===== config.mk =====
export PLATFORM = sky130hd
export DESIGN_NAME = spi_slave_byte
export DESIGN_NICKNAME = d
export VERILOG_FILES = /design/src/rtl/spi_slave_byte_pkg.sv /design/src/rtl/spi_slave_byte_pin_sync.sv /design/src/rtl/spi_slave_byte.sv
export SDC_FILE = /design/constraint.sdc
export NUM_CORES = 1
export LEC_CHECK = 0
export BUFFER_PORTS_ARGS = -buffer_cell sky130_fd_sc_hd__buf_4
export CAP_MARGIN = 5
export CORE_ASPECT_RATIO = 0.7
export CORE_MARGIN = 2
export CORE_UTILIZATION = 56
export DETAILED_ROUTE_END_ITERATION = 10
export GPL_TIMING_DRIVEN = 0
export PLACE_DENSITY = 0.9
export REMOVE_ABC_BUFFERS = 1
export SLEW_MARGIN = 20
export SYNTH_ARGS = -nofsm -noshare
export SYNTH_HDL_FRONTEND = slang
export SYNTH_SLANG_ARGS = --single-unit

===== constraint.sdc =====
create_clock -name clk_50 -period 2.71 [get_ports clk_50]
set_clock_uncertainty 0.05 [all_clocks]
set_input_delay 0.271 -clock clk_50 [delete_from_list [all_inputs] [get_ports clk_50]]
set_output_delay 0.271 -clock clk_50 [all_outputs]
set_load 0.02 [all_outputs]

===== src/rtl/spi_slave_byte_pkg.sv =====
// Shared constants for the SPI mode-0 byte responder.
package spi_slave_pkg;

    // Default word size, synchroniser depth and fill word
    localparam int unsigned DATA_W_DEF      = 8;
    localparam int unsigned SYNC_STAGES_DEF = 2;
    localparam logic [7:0]  IDLE_FILL_DEF   = 8'hFF;

    // FSM encoding
    localparam int unsigned ST_W      = 1;
    localparam logic [0:0]  ST_IDLE   = 1'b0;
    localparam logic [0:0]  ST_ACTIVE = 1'b1;

endpackage : spi_slave_pkg


===== src/rtl/spi_slave_byte_pin_sync.sv =====
// N-stage synchroniser for one asynchronous pad plus rise/fall detection
// on the synchronised value. Reset loads the pad's idle level into every
// stage so no spurious edge is reported when reset releases.
module spi_pin_sync #(
    parameter int unsigned STAGES    = 2,
    parameter logic        RESET_VAL = 1'b0
) (
    input  logic clk,
    input  logic reset,
    input  logic pin_i,
    output logic pin_s,
    output logic rise_c,
    output logic fall_c
);

    logic [STAGES-1:0] sync_q;
    logic [STAGES-1:0] sync_d;
    logic              prev_q;
    logic              prev_d;

    // Next value of the shift chain and the edge-detect history flop
    always_comb begin
        sync_d = {sync_q[STAGES-2:0], pin_i};
        prev_d = sync_q[STAGES-1];
    end

    // Synchroniser and history registers, synchronous reset to idle level
    always_ff @(posedge clk) begin
        if (reset) begin
            sync_q <= {STAGES{RESET_VAL}};
            prev_q <= RESET_VAL;
        end else begin
            sync_q <= sync_d;
            prev_q <= prev_d;
        end
    end

    assign pin_s  = sync_q[STAGES-1];
    assign rise_c =  pin_s & ~prev_q;
    assign fall_c = ~pin_s &  prev_q;

endmodule : spi_pin_sync


===== src/rtl/spi_slave_byte.sv =====
// SPI mode-0 responder. Pins are oversampled in the clk_50 domain; words
// move between the link and fabric through a one-entry TX holding register
// (valid/ready) and an RX strobe. Multi-word frames run while SS_n is low.
module spi_slave_byte
    import spi_slave_pkg::*;
#(
    parameter int unsigned          DATA_W      = DATA_W_DEF,
    parameter int unsigned          SYNC_STAGES = SYNC_STAGES_DEF,
    parameter logic [DATA_W-1:0]    IDLE_FILL   = DATA_W'(IDLE_FILL_DEF)
) (
    input  logic              clk_50,
    input  logic              reset,
    input  logic              spi_sclk,
    input  logic              spi_mosi,
    input  logic              spi_ss_n,
    output logic              spi_miso,
    output logic              spi_miso_oe,
    input  logic [DATA_W-1:0] tx_data,
    input  logic              tx_valid,
    output logic              tx_ready,
    output logic [DATA_W-1:0] rx_data,
    output logic              rx_valid,
    output logic              tx_underrun,
    output logic              frame_abort,
    output logic              busy
);

    localparam int unsigned CNT_W = $clog2(DATA_W);
    localparam int unsigned SH_W  = DATA_W - 1;
    localparam logic [CNT_W-1:0] LAST_BIT = CNT_W'(DATA_W - 1);

    // Synchronised pins and edge strobes
    logic sclk_s, sclk_rise_c, sclk_fall_c;
    logic mosi_s, mosi_rise_c, mosi_fall_c;
    logic ss_s,   ss_rise_c,   ss_fall_c;

    spi_pin_sync #(
        .STAGES    (SYNC_STAGES),
        .RESET_VAL (1'b0)
    ) u_sync_sclk (
        .clk    (clk_50),
        .reset  (reset),
        .pin_i  (spi_sclk),
        .pin_s  (sclk_s),
        .rise_c (sclk_rise_c),
        .fall_c (sclk_fall_c)
    );

    spi_pin_sync #(
        .STAGES    (SYNC_STAGES),
        .RESET_VAL (1'b0)
    ) u_sync_mosi (
        .clk    (clk_50),
        .reset  (reset),
        .pin_i  (spi_mosi),
        .pin_s  (mosi_s),
        .rise_c (mosi_rise_c),
        .fall_c (mosi_fall_c)
    );

    spi_pin_sync #(
        .STAGES    (SYNC_STAGES),
        .RESET_VAL (1'b1)
    ) u_sync_ss (
        .clk    (clk_50),
        .reset  (reset),
        .pin_i  (spi_ss_n),
        .pin_s  (ss_s),
        .rise_c (ss_rise_c),
        .fall_c (ss_fall_c)
    );

    // Only the edges of SCLK/SS_n and the level of MOSI are consumed
    logic unused_sync_c;
    assign unused_sync_c = ^{sclk_s, mosi_rise_c, mosi_fall_c, ss_s};

    // State registers
    logic [ST_W-1:0]   state_q,       state_d;
    logic [CNT_W-1:0]  bit_cnt_q,     bit_cnt_d;
    logic [SH_W-1:0]   rx_shift_q,    rx_shift_d;
    logic [DATA_W-1:0] tx_shift_q,    tx_shift_d;
    logic [DATA_W-1:0] hold_q,        hold_d;
    logic              tx_ready_q,    tx_ready_d;
    logic              reload_pend_q, reload_pend_d;
    logic [DATA_W-1:0] rx_data_q,     rx_data_d;
    logic              rx_valid_q,    rx_valid_d;
    logic              tx_underrun_q, tx_underrun_d;
    logic              frame_abort_q, frame_abort_d;
    logic              busy_q,        busy_d;
    logic              miso_oe_q,     miso_oe_d;

    // Request to load the TX shifter this cycle, and whether fabric data
    // skips the holding register on its way to the shifter
    logic load_c;
    logic bypass_c;

    // Next-state logic: frame FSM, bit counter, shifters, holding register
    always_comb begin
        state_d       = state_q;
        bit_cnt_d     = bit_cnt_q;
        rx_shift_d    = rx_shift_q;
        tx_shift_d    = tx_shift_q;
        hold_d        = hold_q;
        tx_ready_d    = tx_ready_q;
        reload_pend_d = reload_pend_q;
        rx_data_d     = rx_data_q;
        rx_valid_d    = 1'b0;
        tx_underrun_d = 1'b0;
        frame_abort_d = 1'b0;
        busy_d        = busy_q;
        miso_oe_d     = miso_oe_q;
        load_c        = 1'b0;
        bypass_c      = 1'b0;

        case (state_q)
            ST_IDLE: begin
                // SCLK activity is ignored until the master selects us
                if (ss_fall_c) begin
                    state_d       = ST_ACTIVE;
                    bit_cnt_d     = '0;
                    reload_pend_d = 1'b0;
                    busy_d        = 1'b1;
                    miso_oe_d     = 1'b1;
                    load_c        = 1'b1;
                end
            end

            ST_ACTIVE: begin
                // Deselect takes priority over any coincident SCLK edge
                if (ss_rise_c) begin
                    state_d       = ST_IDLE;
                    busy_d        = 1'b0;
                    miso_oe_d     = 1'b0;
                    reload_pend_d = 1'b0;
                    bit_cnt_d     = '0;
                    if (bit_cnt_q != '0) begin
                        frame_abort_d = 1'b1;
                    end
                end else if (sclk_rise_c) begin
                    rx_shift_d = {rx_shift_q[SH_W-2:0], mosi_s};
                    if (bit_cnt_q == LAST_BIT) begin
                        bit_cnt_d     = '0;
                        rx_data_d     = {rx_shift_q, mosi_s};
                        rx_valid_d    = 1'b1;
                        reload_pend_d = 1'b1;
                    end else begin
                        bit_cnt_d = bit_cnt_q + CNT_W'(1);
                    end
                end else if (sclk_fall_c) begin
                    // Word boundary: next word replaces the shifter instead of shifting
                    if (reload_pend_q) begin
                        load_c        = 1'b1;
                        reload_pend_d = 1'b0;
                    end else begin
                        tx_shift_d = {tx_shift_q[DATA_W-2:0], 1'b0};
                    end
                end
            end

            default: begin
                state_d = ST_IDLE;
            end
        endcase

        // Shifter load: holding register first, then live fabric data, else fill
        if (load_c) begin
            if (!tx_ready_q) begin
                tx_shift_d = hold_q;
                tx_ready_d = 1'b1;
            end else if (tx_valid) begin
                tx_shift_d = tx_data;
                bypass_c   = 1'b1;
            end else begin
                tx_shift_d    = IDLE_FILL;
                tx_underrun_d = 1'b1;
            end
        end

        // Fabric handshake into the holding register
        if (tx_valid && tx_ready_q && !bypass_c) begin
            hold_d     = tx_data;
            tx_ready_d = 1'b0;
        end
    end

    // Register update with synchronous active-high reset
    always_ff @(posedge clk_50) begin
        if (reset) begin
            state_q       <= ST_IDLE;
            bit_cnt_q     <= '0;
            rx_shift_q    <= '0;
            tx_shift_q    <= '0;
            hold_q        <= '0;
            tx_ready_q    <= 1'b1;
            reload_pend_q <= 1'b0;
            rx_data_q     <= '0;
            rx_valid_q    <= 1'b0;
            tx_underrun_q <= 1'b0;
            frame_abort_q <= 1'b0;
            busy_q        <= 1'b0;
            miso_oe_q     <= 1'b0;
        end else begin
            state_q       <= state_d;
            bit_cnt_q     <= bit_cnt_d;
            rx_shift_q    <= rx_shift_d;
            tx_shift_q    <= tx_shift_d;
            hold_q        <= hold_d;
            tx_ready_q    <= tx_ready_d;
            reload_pend_q <= reload_pend_d;
            rx_data_q     <= rx_data_d;
            rx_valid_q    <= rx_valid_d;
            tx_underrun_q <= tx_underrun_d;
            frame_abort_q <= frame_abort_d;
            busy_q        <= busy_d;
            miso_oe_q     <= miso_oe_d;
        end
    end

    assign spi_miso    = tx_shift_q[DATA_W-1];
    assign spi_miso_oe = miso_oe_q;
    assign tx_ready    = tx_ready_q;
    assign rx_data     = rx_data_q;
    assign rx_valid    = rx_valid_q;
    assign tx_underrun = tx_underrun_q;
    assign frame_abort = frame_abort_q;
    assign busy        = busy_q;

endmodule : spi_slave_byte


==> flow_metrics.tcl <==
set metrics [dict create \
    run_status "finished, final reports clean" \
    path_delay_family "compound AO/OA/AOI/OAI gates" \
    path_buf_inv 1 \
    finished_core_util 0.666 \
    diodes 0 \
    fill_cells 281 \
    die_y_extent_um 55.5 \
    yosys_warnings 0 \
    area.growth.synth_to_final_pct 12.2 \
    relative_slew_margins 0.464 \
    synthTopCellsByCount "dfxtp_1 (49), nor2_1 (26), mux2i_1 (23)" \
    die_area_um2 4310 \
    core-area_um2 3580 \
    drt_first_pass_iters 4 \
    first_pass_grt_wire_length_mm 6.30 \
    drt_iter0_drc 128 \
    syn_area_um2 2120 \
    final_area_um2 2380 \
    grt_use_total 0.180 \
    powerDensity_nw_per_um2 536 \
    tightestPinTransition_ns 0.801 \
    yosys-top-cells-area "dfxtp_1 (46%), mux2i_1 (11%), nand2b_1 (5.0%)" \
    starting_utilization_of_the_core_area 0.593 \
    proportion_of_synthesized_chip_area_in_sequential_cells 0.462 \
    numClockSinks 49 \
    report.final.setup_viol 0 \
    timing.critical_path.cells "inv_1, ha_1, nand3b_1, o31ai_2, o211ai_1, a311oi_1" \
    synth_largest_type_area_fraction 0.462 \
    synth_ff_type "dfxtp_1" \
    fin_crit_period_ns 2.08 \
    synth.largest_area_cell "dfxtp_1" \
    max-cap-violations 0 \
    final_min_period_over_clock_period 0.767 \
    reg2reg_depth 6 \
    crit_path_end_kind "flop" \
    power.leakage_nw 1.01 \
    grt_antenna_before_repair 0 \
    hold_ws_ns 0.111 \
    arrival_ns 2.23 \
    total_power_mw 1.28 \
    io_pins 29 \
    count_of_buffers_added_by_post_cts_timing_repair_for_setup 0 \
    synth_most_common_cell "dfxtp_1" \
    synth_xor_area_frac 0 \
    worstSetupPathDepth 6 \
    clkLatencyLatePin_ns 0.29 \
    postRouteWirelength_mm 3.66 \
    synth_compound_area_frac 0.116 \
    layout_setup_ws_ns 0.631 \
    detailedPlace.worstSlack_ns 0.655 \
    placedInstanceArea_um2 2300 \
    final-seq-area_um2 981 \
    cts-buffers-inserted 5 \
    report.final.slew_viol_count 0 \
    rsz0062_at_grt "false" \
    first_global_vias 1415 \
    cts.root.buffer_cell "clkbuf_8" \
    hold_violations 0 \
    synth_mux_area_frac 0.114 \
    highest_net_fanout_along_the_worst_path 9 \
    tritoncts "done" \
    ys_types 33 \
    post_cts_resize_count 0 \
    rows 18 \
    worstPathRequired_ns 2.86 \
    cts.htree.levels 2 \
    die_x_um 77.6 \
    finalSetupTns_ns 0 \
    cts_clk_pin_slew_worst_paths_ns 0.08 \
    post_drt_via_cell_ratio 5.30 \
    design.final.nets 258 \
    finish.cell_count_without_fillers 290 \
    cts_buffer_depth 2 \
    timing.critical_path.slowest_stage_cell "o31ai_2" \
    ys_ff_latch 49 \
    synth_top_family_by_area "simple AND/OR/NAND/NOR gates" \
    route.detailed.wl_per_inst_um 12.6 \
    fraction_of_the_mapped_netlist_area_in_adder_cells 0.0294 \
    numPlacedInstances 282 \
    grt_remaining_overflow 0 \
    routed-via-count 1538 \
    syn_area_per_cell_um2 9.57 \
    clock.fmax_ghz 0.481 \
    holdBufCountCts 0 \
    post-dp-hpwl_mm 2.41 \
    synth-edff-count 0 \
    setup.worst_path.class "reg2reg" \
    pin_count_of_the_biggest_net_entering_global_routing 58 \
    gate_count_of_the_mapped_netlist 222 \
    min_path_type "in2reg" \
    whs_path_depth 2 \
    asyncSetResetFlopFracSynth 0 \
    drc 0 \
    portBuffers 28 \
    area_of_the_multi_input_gates_um2 1010 \
    cp_slowest_stage_delay_ns 0.53 \
    power.ir.vdd_worst_mv 0.339 \
    synthSimpleGateAreaFrac 0.218 \
    place_congestion 0.738 \
    share_of_final_layout_standard_cells_stronger_than_drive_strength_1 0.183 \
    drtAntennaViolNets 0 \
    crit_path_start_kind "flop" \
]
==> placed cells by master (no fill, tap or decap), types with 2 or more instances in the layout <==
| master | netlist | final |
|---|---|---|
| o211ai_1 | 7 | 7 |
| nand3_1 | 3 | 3 |
| buf_4 | 1 | 28 |
| nor2b_1 | 7 | 7 |
| nand4_1 | 4 | 4 |
| dfxtp_1 | 49 | 49 |
| ha_1 | 5 | 5 |
| mux2i_1 | 23 | 23 |
| nand2_1 | 10 | 10 |
| a311oi_1 | 7 | 7 |
| o21ai_0 | 6 | 6 |
| or2_2 | 3 | 3 |
| a21oi_1 | 7 | 7 |
| nand2b_1 | 17 | 17 |
| nor2_1 | 26 | 26 |
| inv_1 | 8 | 8 |
| nand3b_1 | 9 | 9 |
| clkinv_2 | 0 | 2 |
| clkbuf_8 | 0 | 5 |
==> final timing paths <==
kind | slack (ns) | end | from
worst max-delay path | 0.63 | tx_shift_q[7]$_SDFFE_PP0P_ | u_sync_sclk.prev_q$_SDFF_PP0_
worst min-delay path | 0.11 | u_sync_ss.sync_q[0]$_SDFF_PP1_ | spi_ss_n
worst max register to register | 0.63 | tx_shift_q[7]$_SDFFE_PP0P_ | u_sync_sclk.prev_q$_SDFF_PP0_
worst min register to register | 0.37 | u_sync_ss.sync_q[1]$_SDFF_PP1_ | u_sync_ss.sync_q[0]$_SDFF_PP1_
==> final cells by class <==
cell class                 instances  share of cell area
multi-input combinational        146               0.425
clock inverter                     2             0.00420
inverter                           9              0.0142
tap                               50              0.0262
timing repair buffer              28              0.0882
sequential                        49               0.412
clock buffer                       6              0.0304
==> worst register-to-register path: cells and delay by family, from the launching register on <==
family | cells | cell delay, ns
buffers and inverters | 1 | 0.05
AOI/OAI and AO/OA | 3 | 0.99
and+or+nand+nor | 1 | 0.25
DFF | 1 | 0.35
adders and majority gates | 1 | 0.30
==> layer usage <==
layer	share of wire	wire, um	GRT usage
met4	0.0074	27	0.0383
met5	0	0	0
met2	0.47	1730	0.293
met1	0.47	1720	0.237
met3	0.049	180	0.0539
==> sequential cells by signal (all words and copies together) (netlist names) <==
register            cells
hold_q                  8
rx_data                 8
tx_shift_q              8
rx_shift_q              7
bit_cnt_q               3
u_sync_mosi.sync_q      2
u_sync_sclk.sync_q      2
u_sync_ss.sync_q        2
frame_abort             1
reload_pend_q           1
rx_valid                1
spi_miso_oe             1
state_q                 1
tx_ready                1
tx_underrun             1
u_sync_sclk.prev_q      1
u_sync_ss.prev_q        1
==> report_power, final <==
part           switching (mW)  total (mW)  internal, mW
sequential             0.0192       0.761         0.742
combinational          0.0578       0.111        0.0534
clock                   0.226       0.406         0.179
total                   0.303        1.28         0.974
==> kinds of logic after synthesis <==
family | count (synthesis)
flops | 49
mux | 24
buf+inv | 27
simple gates | 85
compound gates | 32
fa+ha+maj | 5
(Power assumes the default switching activity.)
